## src/rtl/voice_allocator.sv

```systemverilog
// Voice allocator: maps note-on/off commands onto VOICES slots (retrigger, free, steal via VOICE_STEAL_EN).
// Latency: event strobe VOICES+1 cycles after accept; voice vectors update at the end of that cycle.
// Backpressure: cmd_ready low from accept until COMMIT completes; one command per VOICES+2 cycles.
module voice_allocator #(
  parameter int VOICES = 32,
  parameter int VB     = $clog2(VOICES)
) (
  input  logic              fpga_clk,
  input  logic              reset_n,
  input  logic              cmd_valid,
  output logic              cmd_ready,
  input  logic              cmd_on,
  input  logic [6:0]        cmd_note,
  input  logic [6:0]        cmd_vel,
  input  logic [VOICES-1:0] voice_done,
  output logic [VOICES-1:0] keys_on,
  output logic [VOICES-1:0] voice_free,
  output logic              evt_valid,
  output logic              evt_gate,
  output logic [VB-1:0]     evt_voice,
  output logic [6:0]        evt_note,
  output logic [6:0]        evt_vel,
  output logic              evt_steal,
  output logic              drop
);

  localparam logic [1:0] IDLE   = 2'd0;
  localparam logic [1:0] SCAN   = 2'd1;
  localparam logic [1:0] COMMIT = 2'd2;

  logic [1:0]    state;
  logic [VB-1:0] scan_idx;
  logic          lat_on;
  logic [6:0]    lat_note;
  logic [6:0]    lat_vel;
  logic          free_found, match_found;
  logic [VB-1:0] free_idx, match_idx;
  logic [6:0]    note_q [VOICES];
  logic          wr_en, wr_hold, wr_load;
  logic [VB-1:0] wr_voice;

  logic          cur_free, cur_match, last_idx;
  logic          nxt_free_found, nxt_match_found;
  logic [VB-1:0] nxt_free_idx, nxt_match_idx;
  logic          dec_evt, dec_hold, dec_load;
  logic [VB-1:0] dec_voice;
`ifdef VOICE_STEAL_EN
  logic [VB-1:0] steal_ptr;
  logic          dec_steal;
`else
  logic          dec_drop;
`endif

  // Fold the voice under the scan index into the running lowest-index picks.
  always_comb begin
    cur_free        = voice_free[scan_idx];
    cur_match       = keys_on[scan_idx] && (note_q[scan_idx] == lat_note);
    last_idx        = (scan_idx == VB'(VOICES - 1));
    nxt_free_found  = free_found;
    nxt_free_idx    = free_idx;
    nxt_match_found = match_found;
    nxt_match_idx   = match_idx;
    if (!free_found && cur_free) begin
      nxt_free_found = 1'b1;
      nxt_free_idx   = scan_idx;
    end
    if (!match_found && cur_match) begin
      nxt_match_found = 1'b1;
      nxt_match_idx   = scan_idx;
    end
  end

  always_comb begin
    dec_evt   = 1'b0;
    dec_hold  = 1'b0;
    dec_load  = 1'b0;
    dec_voice = '0;
`ifdef VOICE_STEAL_EN
    dec_steal = 1'b0;
`else
    dec_drop  = 1'b0;
`endif
    if (lat_on) begin
      if (nxt_match_found) begin
        dec_evt   = 1'b1;
        dec_hold  = 1'b1;
        dec_voice = nxt_match_idx;
      end else if (nxt_free_found) begin
        dec_evt   = 1'b1;
        dec_hold  = 1'b1;
        dec_load  = 1'b1;
        dec_voice = nxt_free_idx;
      end else begin
`ifdef VOICE_STEAL_EN
        dec_evt   = 1'b1;
        dec_hold  = 1'b1;
        dec_load  = 1'b1;
        dec_steal = 1'b1;
        dec_voice = steal_ptr;
`else
        dec_drop  = 1'b1;
`endif
      end
    end else if (nxt_match_found) begin
      dec_evt   = 1'b1;
      dec_voice = nxt_match_idx;
    end
  end

  always_ff @(posedge fpga_clk or negedge reset_n) begin
    if (!reset_n) begin
      state       <= IDLE;
      cmd_ready   <= 1'b1;
      scan_idx    <= '0;
      lat_on      <= 1'b0;
      lat_note    <= '0;
      lat_vel     <= '0;
      free_found  <= 1'b0;
      free_idx    <= '0;
      match_found <= 1'b0;
      match_idx   <= '0;
      wr_en       <= 1'b0;
      wr_hold     <= 1'b0;
      wr_load     <= 1'b0;
      wr_voice    <= '0;
      evt_valid   <= 1'b0;
      evt_gate    <= 1'b0;
      evt_voice   <= '0;
      evt_note    <= '0;
      evt_vel     <= '0;
    end else begin
      evt_valid <= 1'b0;
      case (state)
        IDLE: begin
          if (cmd_valid && cmd_ready) begin
            lat_on      <= cmd_on;
            lat_note    <= cmd_note;
            lat_vel     <= cmd_vel;
            scan_idx    <= '0;
            free_found  <= 1'b0;
            match_found <= 1'b0;
            cmd_ready   <= 1'b0;
            state       <= SCAN;
          end
        end
        SCAN: begin
          free_found  <= nxt_free_found;
          free_idx    <= nxt_free_idx;
          match_found <= nxt_match_found;
          match_idx   <= nxt_match_idx;
          scan_idx    <= scan_idx + VB'(1);
          if (last_idx) begin
            state     <= COMMIT;
            evt_valid <= dec_evt;
            evt_gate  <= dec_hold;
            evt_voice <= dec_voice;
            evt_note  <= lat_note;
            evt_vel   <= dec_hold ? lat_vel : 7'd0;
            wr_en     <= dec_evt;
            wr_hold   <= dec_hold;
            wr_load   <= dec_load;
            wr_voice  <= dec_voice;
          end
        end
        default: begin
          wr_en     <= 1'b0;
          cmd_ready <= 1'b1;
          state     <= IDLE;
        end
      endcase
    end
  end

  // Release completions first; the COMMIT write to the same voice overrides them.
  always_ff @(posedge fpga_clk or negedge reset_n) begin
    if (!reset_n) begin
      keys_on    <= '0;
      voice_free <= '1;
      for (int i = 0; i < VOICES; i++) note_q[i] <= '0;
    end else begin
      for (int i = 0; i < VOICES; i++) begin
        if (voice_done[i] && !keys_on[i] && !voice_free[i]) voice_free[i] <= 1'b1;
      end
      if (state == COMMIT && wr_en) begin
        keys_on[wr_voice]    <= wr_hold;
        voice_free[wr_voice] <= 1'b0;
        if (wr_load) note_q[wr_voice] <= lat_note;
      end
    end
  end

`ifdef VOICE_STEAL_EN
  always_ff @(posedge fpga_clk or negedge reset_n) begin
    if (!reset_n) begin
      steal_ptr <= '0;
      evt_steal <= 1'b0;
    end else if (state == SCAN && last_idx) begin
      evt_steal <= dec_steal;
      if (dec_steal) steal_ptr <= steal_ptr + VB'(1);
    end else begin
      evt_steal <= 1'b0;
    end
  end
  assign drop = 1'b0;
`else
  always_ff @(posedge fpga_clk or negedge reset_n) begin
    if (!reset_n) drop <= 1'b0;
    else          drop <= (state == SCAN) && last_idx && dec_drop;
  end
  assign evt_steal = 1'b0;
`endif

endmodule

```

## config.mk

```make
export PLATFORM = sky130hd
export DESIGN_NAME = voice_allocator
export DESIGN_NICKNAME = d
export VERILOG_FILES = /design/src/rtl/voice_allocator.sv
export SDC_FILE = /design/constraint.sdc
export NUM_CORES = 1
export LEC_CHECK = 0
export CORE_ASPECT_RATIO = 2
export CORE_MARGIN = 2
export CORE_UTILIZATION = 63
export DETAILED_ROUTE_END_ITERATION = 7
export PLACE_DENSITY = 0.86
export SKIP_CTS_REPAIR_TIMING = 1
export SYNTH_ARGS = -nofsm -noshare
export SYNTH_HDL_FRONTEND = slang
export SYNTH_SLANG_ARGS = --single-unit
```

## constraint.sdc

```tcl
create_clock -name fpga_clk -period 4.51 [get_ports fpga_clk]
set_input_delay 1.353 -clock fpga_clk [delete_from_list [all_inputs] [get_ports fpga_clk]]
set_output_delay 1.353 -clock fpga_clk [all_outputs]
set_load 0.02 [all_outputs]
```

==> impl_summary.log, run 1 <==
[metrics] total power consumption of the routed design: 8.01 mW
[metrics] met2 routing resource usage after global routing: 55.4%
[metrics] Die Span X: 117 um
[metrics] final wirelength: 43500 um
[metrics] die height: 230 um
[metrics] outcome: finished, final reports clean
[metrics] number of synthesis warnings: 0
[metrics] half-perimeter wire length of the detailed placement result: 30300 um
[metrics] max_cap viols: 0
[metrics] Core ar.: 25100 um^2
[metrics] sequential cell area fraction in the yosys report: 54.2%
[metrics] most repeated cell in the gate-level netlist after synthesis: sky130_fd_sc_hd__dfrtp_1
[metrics] Total Nets Final: 1406
[metrics] Hold Fails Final Rpt: 0
[metrics] clock tree skew after final layout: 0.00697 ns
[metrics] clock input transition at the sequential cells of the worst setup and hold paths: 0.06 ns
[metrics] global route total overflow: 0
[metrics] Core Rows: 82
[metrics] Routability Congestion: 0.929
[metrics] Worst setup startpoint: scan_idx[0]
[metrics] power per unit of standard cell area: 426 nW/um^2
[metrics] antenna-violating nets left: 0
[metrics] final-layout setup total negative slack: 0 ns
[metrics] Tightest Pin Transition: 1.25 ns
[metrics] net count after synthesis: 1289
[metrics] endpoint of the lowest-slack register-to-register path: match_idx[4]
[metrics] unrepaired setup endpoints after global routing: no
[metrics] TritonCTS buffer count: 31
[metrics] Distinct cells, synth: 59
[metrics] Post-synth top cells: 314 x sky130_fd_sc_hd__dfrtp_1, 256 x sky130_fd_sc_hd__mux2_2, 104 x sky130_fd_sc_hd__nand2_1
[metrics] routed vias/inst: 6.50
[metrics] hold slack final: 0.477 ns
[metrics] most used routing layer in global routing: met2
[metrics] area share of the leading cell type in the synthesized netlist: 48.8%
[metrics] area leader, netlist: sky130_fd_sc_hd__dfrtp_1
[metrics] area taken by multi-input logic gates: 6790 um^2
[metrics] Area contributors post-synth: sky130_fd_sc_hd__dfrtp_1 49%, sky130_fd_sc_hd__mux2_2 18%, sky130_fd_sc_hd__mux4_2 7.4%
[metrics] final core utilization: 74.8%
[metrics] Port Buffer Count: 136
[metrics] cells on worst reg2reg path: 10
[metrics] GR Layer Usage met1: 37.1%
[metrics] Starting Density: 64.1%
[metrics] antenna violations before repair: 0
[metrics] crit path kind: register to register
[metrics] wire length of the first global-routing pass: 67300 um
[metrics] crit path launch type: register
[metrics] f_max: 263 MHz
[metrics] area growth from synthesis to layout: 16.7%
[metrics] reported leakage power: 8.74 nW
[metrics] total via count in the routed design: 11100
[metrics] Clk Latency, worst-skew pair: 0.58 ns
[metrics] WL per Instance: 25.4 um
[metrics] final critical-path share of the clock period: 84.1%
[metrics] buffer type at the clock tree root: sky130_fd_sc_hd__clkbuf_16
[metrics] CTS Sinks: 347
[metrics] critical path endpoint: match_idx[4]
[metrics] Register Area: 8730 um^2
[metrics] overall fraction of global-route tracks in use: 33.4%
[metrics] number of filler instances in the final layout: 1504
[metrics] Initial DRC Count: 1243
[metrics] max-slew violation count: 0
[metrics] number of search-and-repair iterations in the first detailed-routing pass: 6
[metrics] Final min period: 3.80 ns
[metrics] Antenna Diode Count: 0
[metrics] vias in the first global route: 12000
[metrics] largest net degree at the start of global routing: 103
[metrics] Syn Inst Count: 1237
[metrics] Synth Cell Area: 16100 um^2
[metrics] Worst R2R Setup Slack: 0.71 ns
[metrics] launch point of the worst reg-to-reg path: scan_idx[0]
[metrics] number of enable flip-flop cells after synthesis: 0
[metrics] clock tree from TritonCTS: yes
[metrics] most frequently used flop master after synthesis: sky130_fd_sc_hd__dfrtp_1
[metrics] path category of the worst min-delay check: register to register
[metrics] Setup-failing EPs final: 0
[metrics] arrival time of the worst setup path: 4.25 ns
[metrics] post-synthesis sequential element count: 347
[metrics] required time of the critical path: 4.96 ns
[metrics] deepest level of the CTS H-tree: 1
[metrics] crit-path max FO: 20
[metrics] slew margin rel.: 16.6%
[metrics] CTS Buffer Depth: 3
[metrics] peak ir drop on the vdd network: 0.000326 V
[metrics] DRC: 0
[metrics] met3 Track Usage GR: 6.59%
[metrics] I/O pins: 138
[metrics] Avg Inst Size Synth: 13.0 um^2
[metrics] share of synthesized flip-flops with an asynchronous set or reset: 100%
[metrics] die area: 26900 um^2
[metrics] category of the worst setup path capture point: register
[metrics] layout cell share with drive strength beyond 1: 32.0%
-- routing by layer --
metal | share of wire, % | wire length, um
met5 | 0 | 0
met3 | 7.1 | 3110
met1 | 33 | 14500
met2 | 50 | 22000
met4 | 9.0 | 3930
-- worst max-delay path, cell delays in order, from the launching register on --
cell and delay, ns:
sky130_fd_sc_hd__dfrtp_4 0.66, sky130_fd_sc_hd__buf_12 0.25, sky130_fd_sc_hd__mux4_2 0.51, sky130_fd_sc_hd__and2_1 0.17, sky130_fd_sc_hd__o22ai_1 0.16, sky130_fd_sc_hd__a32oi_1 0.14
sky130_fd_sc_hd__xor2_1 0.19, sky130_fd_sc_hd__a2111oi_0 0.41, sky130_fd_sc_hd__and4_1 0.61, sky130_fd_sc_hd__nand3_4 0.19, sky130_fd_sc_hd__mux2_1 0.36
-- cell usage in the layout (no fill, tap or decap), drive strengths merged, types with 3 or more instances in the layout --
master and count:
dfrtp 314, nor3b 3, o221ai 15, mux2 261, nand2b 4, and3 14
xor2 6, nor2 49, inv 38, mux4 53, a211oi 4, a21oi 61
nand3 20, o31ai 3, nor2b 3, mux2i 50, a22oi 4, clkinv 11
dfstp 33, clkdlybuf4s50 135, nor3 5, and2 7, clkbuf 43, nand2 104
o21ai 26, o22ai 14, a22o 8, a221o 4, or2 5, buf 41
a31oi 6
-- layout make-up --
class	instances	share of cell area, %
sequential	347	46.4
multi-input combinational	759	36.1
clock inverter	13	0.625
inverter	39	0.778
timing repair buffer	176	9.26
tap	336	2.24
clock buffer	43	4.58
-- worst min path at each step --
stage / cells after the start / end / from / slack (ns)
finish: 2 / evt_note[1] / evt_note[1] / 0.48
CTS: 2 / evt_note[1] / evt_note[1] / 0.48
floorplan: 1 / wr_voice[1] / free_idx[1] / 0.45
global route: 1 / wr_voice[1] / free_idx[1] / 0.51
detailed placement: 2 / evt_note[1] / evt_note[1] / 0.46
global placement: 2 / evt_note[5] / evt_note[5] / 0.46
-- power breakdown --
part | internal (mW) | leakage, nW | switching, mW
sequential | 3.25 | 4.68 | 0.287
combinational | 0.727 | 3.57 | 1.17
clock | 1.44 | 0.488 | 1.14
total | 5.42 | 8.74 | 2.59
-- flip-flops by register name, summed over array words and instances, names as in the netlist, 2 cells and up --
| signal | flops |
|---|---|
| note_q | 224 |
| lat_note | 7 |
| scan_idx | 5 |
| voice_free | 32 |
| state | 2 |
| lat_vel | 7 |
| wr_voice | 5 |
| free_idx | 5 |
| match_idx | 5 |
| keys_on | 32 |
| evt_vel | 7 |
| evt_note | 7 |
-- metrics by stage --
stage          setup WS [ns]  std cells  cell area (um^2)
3_5_place_dp           0.806       1657             17800
2_1_floorplan           1.54       1237             16100
3_3_place_gp           0.803       1657             17800
4_1_cts                0.756       1713             18800
5_1_grt                0.530       1713             18800
6_report               0.715       1713             18800
-- logic make-up (layout without fill, tap and decap cells) --
group	after synthesis	count (layout)	synth area share (%)
multiplexers	364	364	28.8
flip-flops	347	347	54.2
AND/OR/NAND/NOR	227	227	6.52
AO/OA/AOI/OAI	157	157	6.18
buffers and inverters	131	271	3.77
XOR/XNOR	8	8	0.435
adder cells (fa/ha/maj)	2	2	0.155
other	1	1	0.0233
Power figures use the tool's default switching activity.
==> run 2, diff against run 1 <==
--- a/config.mk
+++ b/config.mk
@@ -7,9 +7,9 @@
 export LEC_CHECK = 0
 export CORE_ASPECT_RATIO = 2
 export CORE_MARGIN = 2
-export CORE_UTILIZATION = 63
+export CORE_UTILIZATION = 53
 export DETAILED_ROUTE_END_ITERATION = 7
-export PLACE_DENSITY = 0.86
+export PLACE_DENSITY = 0.77
 export SKIP_CTS_REPAIR_TIMING = 1
 export SYNTH_ARGS = -nofsm -noshare
 export SYNTH_HDL_FRONTEND = slang
==> constraint.sdc (replaced) <==
create_clock -name fpga_clk -period 3.1 [get_ports fpga_clk]
set_input_delay 0.93 -clock fpga_clk [delete_from_list [all_inputs] [get_ports fpga_clk]]
set_output_delay 0.93 -clock fpga_clk [all_outputs]
set_load 0.02 [all_outputs]
==> impl_summary.log, run 2 (same netlist as run 1, synthesis figures left out) <==
[metrics] final wirelength: 46000 um (+5.6%)
[metrics] wire length of the first global-routing pass: 70000 um (+4.0%)
[metrics] final core utilization: 65.6% (-9.2 points)
[metrics] post-route met1 wirelength: 16200 um (+11%)
[metrics] deepest level of the CTS H-tree: 1 (unchanged)
[metrics] max_cap viols: 0 (unchanged)
[metrics] CTS Buffer Depth: 3 (unchanged)
[metrics] WL per Instance: 25.4 um (-0.21%)
[metrics] Clk Latency, worst-skew pair: 0.57 ns (about the same)
[metrics] f_max: 310 MHz (+18%)
[metrics] overall fraction of global-route tracks in use: 28.8% (-4.6 points)
[metrics] required time of the critical path: 3.55 ns (-1.41 ns)
[metrics] crit-path max FO: 8 (-60%)
[metrics] Register Area: 8730 um^2 (about the same)
[metrics] final critical-path share of the clock period: 104% (+20 points)
[metrics] reported leakage power: 9.15 nW (+4.7%)
[metrics] Largest register FFs: 224 (unchanged)
[metrics] CTS Sinks: 347 (unchanged)
[metrics] top metal layer carrying routed signals: met4
[metrics] antenna violations before repair: 0 (unchanged)
[metrics] area taken by multi-input logic gates: 7060 um^2 (+4.0%)
[metrics] antenna-violating nets left: 0 (unchanged)
[metrics] largest registers in the final layout: note_q x224, keys_on x32, voice_free x32
[metrics] Total Nets Final: 1475 (+4.9%)
[metrics] I/O pins: 138 (unchanged)
[metrics] Antenna Diode Count: 0 (unchanged)
[metrics] Hold Fails Final Rpt: 0 (unchanged)
[metrics] global route total overflow: 0 (unchanged)
[metrics] Final min period: 3.22 ns (-0.572 ns)
[metrics] power per unit of standard cell area: 645 nW/um^2 (+51%)
[metrics] DRC: 0 (unchanged)
[metrics] clock tree from TritonCTS: yes
[metrics] arrival time of the worst setup path: 3.68 ns (-0.57 ns)
[metrics] vias in the first global route: 12000 (+0.33%)
[metrics] violated checks: setup timing
[metrics] slew margin rel.: 60.5% (+44 points)
[metrics] category of the worst setup path capture point: register
[metrics] most common cell after layout, fill and taps aside: sky130_fd_sc_hd__dfrtp_1
[metrics] TritonCTS buffer count: 29 (-6.5%)
[metrics] pre-CTS worst setup slack: -0.344 ns (-1.15 ns)
[metrics] Starting Density: 53.6% (-11 points)
[metrics] largest net degree at the start of global routing: 85 (-17%)
[metrics] clock input transition at the sequential cells of the worst setup and hold paths: 0.08 ns (+0.02 ns)
[metrics] Routability Congestion: 0.914 (-1.6%)
[metrics] peak ir drop on the vdd network: 0.000421 V (+29%)
[metrics] crit path kind: register to register
[metrics] Core Rows: 90 (+9.8%)
[metrics] Die Span X: 127 um (+8.7%)
[metrics] routed vias/inst: 6.22 (-4.4%)
[metrics] total via count in the routed design: 11300 (+1.2%)
[metrics] die area: 31900 um^2 (+18%)
[metrics] Routed met2 length: 24500 um (+11%)
[metrics] path category of the worst min-delay check: primary input to asynchronous set/reset pin
[metrics] die height: 251 um (+8.9%)
[metrics] unrepaired setup endpoints after global routing: yes
[metrics] Port Buffer Count: 136 (unchanged)
[metrics] Tightest Pin Transition: 0.591 ns (-0.658 ns)
[metrics] Initial DRC Count: 910 (-27%)
[metrics] Setup-failing EPs final: 17 (+17)
[metrics] number of filler instances in the final layout: 2149 (+43%)
[metrics] number of search-and-repair iterations in the first detailed-routing pass: 5 (-1)
[metrics] half-perimeter wire length of the detailed placement result: 32600 um (+7.7%)
[metrics] Largest Register: note_q
[metrics] max-slew violation count: 0 (unchanged)
[metrics] clock tree skew after final layout: 0.0134 ns (+0.00642 ns)
[metrics] hold slack final: 0.285 ns (-0.192 ns)
[metrics] layout cell share with drive strength beyond 1: 38.1% (+6.0 points)
[metrics] buffer type at the clock tree root: sky130_fd_sc_hd__clkbuf_16
[metrics] area growth from synthesis to layout: 22.5%
[metrics] post-route worst setup slack: -0.123 ns (-0.838 ns)
[metrics] Detail Route met3 WL: 2080 um (-33%)
[metrics] most used cells in the layout excluding fill and tap cells: 311 x sky130_fd_sc_hd__dfrtp_1, 256 x sky130_fd_sc_hd__mux2_2, 135 x sky130_fd_sc_hd__clkdlybuf4s50_1, 100 x sky130_fd_sc_hd__nand2_1, 92 x sky130_fd_sc_hd__buf_4
[metrics] Core ar.: 30100 um^2 (+20%)
[metrics] outcome: finished, violations left
[metrics] crit path launch type: register
## run 2: cell count changes in the layout (fill, tap and decap cells not counted), moves of 5 or more
cell                       delta
sky130_fd_sc_hd__buf_4       +58
sky130_fd_sc_hd__buf_6        +7
sky130_fd_sc_hd__clkinv_2     -6
sky130_fd_sc_hd__mux2_1       -5
sky130_fd_sc_hd__mux2_4       +5
sky130_fd_sc_hd__o221ai_1     -7
sky130_fd_sc_hd__o221ai_2     +5
## run 2: worst paths after layout
check / from / endpoint / slack, ns / cells past startpoint
min: reset_n / match_idx[4] / 0.29 / 1
min in group fpga_clk: evt_note[5] / evt_note[5] / 0.47 / 2
max in group asynchronous: reset_n / voice_free[14] / 1.98 / 2
max: scan_idx[0] / wr_voice[3] / -0.12 / 12
max reg2reg: scan_idx[0] / wr_voice[3] / -0.12 / 12
min reg2reg: evt_note[5] / evt_note[5] / 0.47 / 2
## run 2: area by class of cell
type,count,share of cell area (%)
Inverter,39,0.742
Multi-Input combinational cell,759,35.8
Clock inverter,12,0.761
Sequential cell,347,44.2
Timing Repair Buffer,247,12.0
Clock buffer,41,4.16
Tap cell,368,2.33
## run 2: critical path: stages, from the launching register on
cell	delay (ns)
sky130_fd_sc_hd__dfrtp_4	0.56
sky130_fd_sc_hd__clkbuf_16	0.19
sky130_fd_sc_hd__buf_4	0.17
sky130_fd_sc_hd__mux2i_1	0.13
sky130_fd_sc_hd__o221ai_1	0.30
sky130_fd_sc_hd__a21oi_1	0.16
sky130_fd_sc_hd__nor2_2	0.33
sky130_fd_sc_hd__xor2_2	0.22
sky130_fd_sc_hd__o32ai_4	0.12
sky130_fd_sc_hd__and4_4	0.23
sky130_fd_sc_hd__buf_4	0.16
sky130_fd_sc_hd__a21o_1	0.19
sky130_fd_sc_hd__a221o_1	0.33
## run 2: metrics by stage
step                      cells  instance area, um^2  power (mW)  setup TNS [ns]
after global routing       1813                19700        13.1           -2.39
after CTS                  1798                19300        12.2           -5.77
after detailed placement   1745                18300        8.42           -5.13
after floorplan            1237                16100        6.97               0
after global placement     1745                18300        8.38           -4.77
final                      1813                19700        12.7          -0.921
## run 2: per-layer routing
metal / vias to the layer above / global-route usage [%]
met1: 5856 / 32.1
met4: 0 / 18.4
met3: 152 / 3.25
li1: 4817 / -
met5: - / 0
met2: 452 / 51.4
## run 2: where the power goes
part / total, mW / internal, mW / switching, mW
clock: 3.79 / 2.10 / 1.69
combinational: 3.91 / 1.66 / 2.26
sequential: 5.02 / 4.73 / 0.292
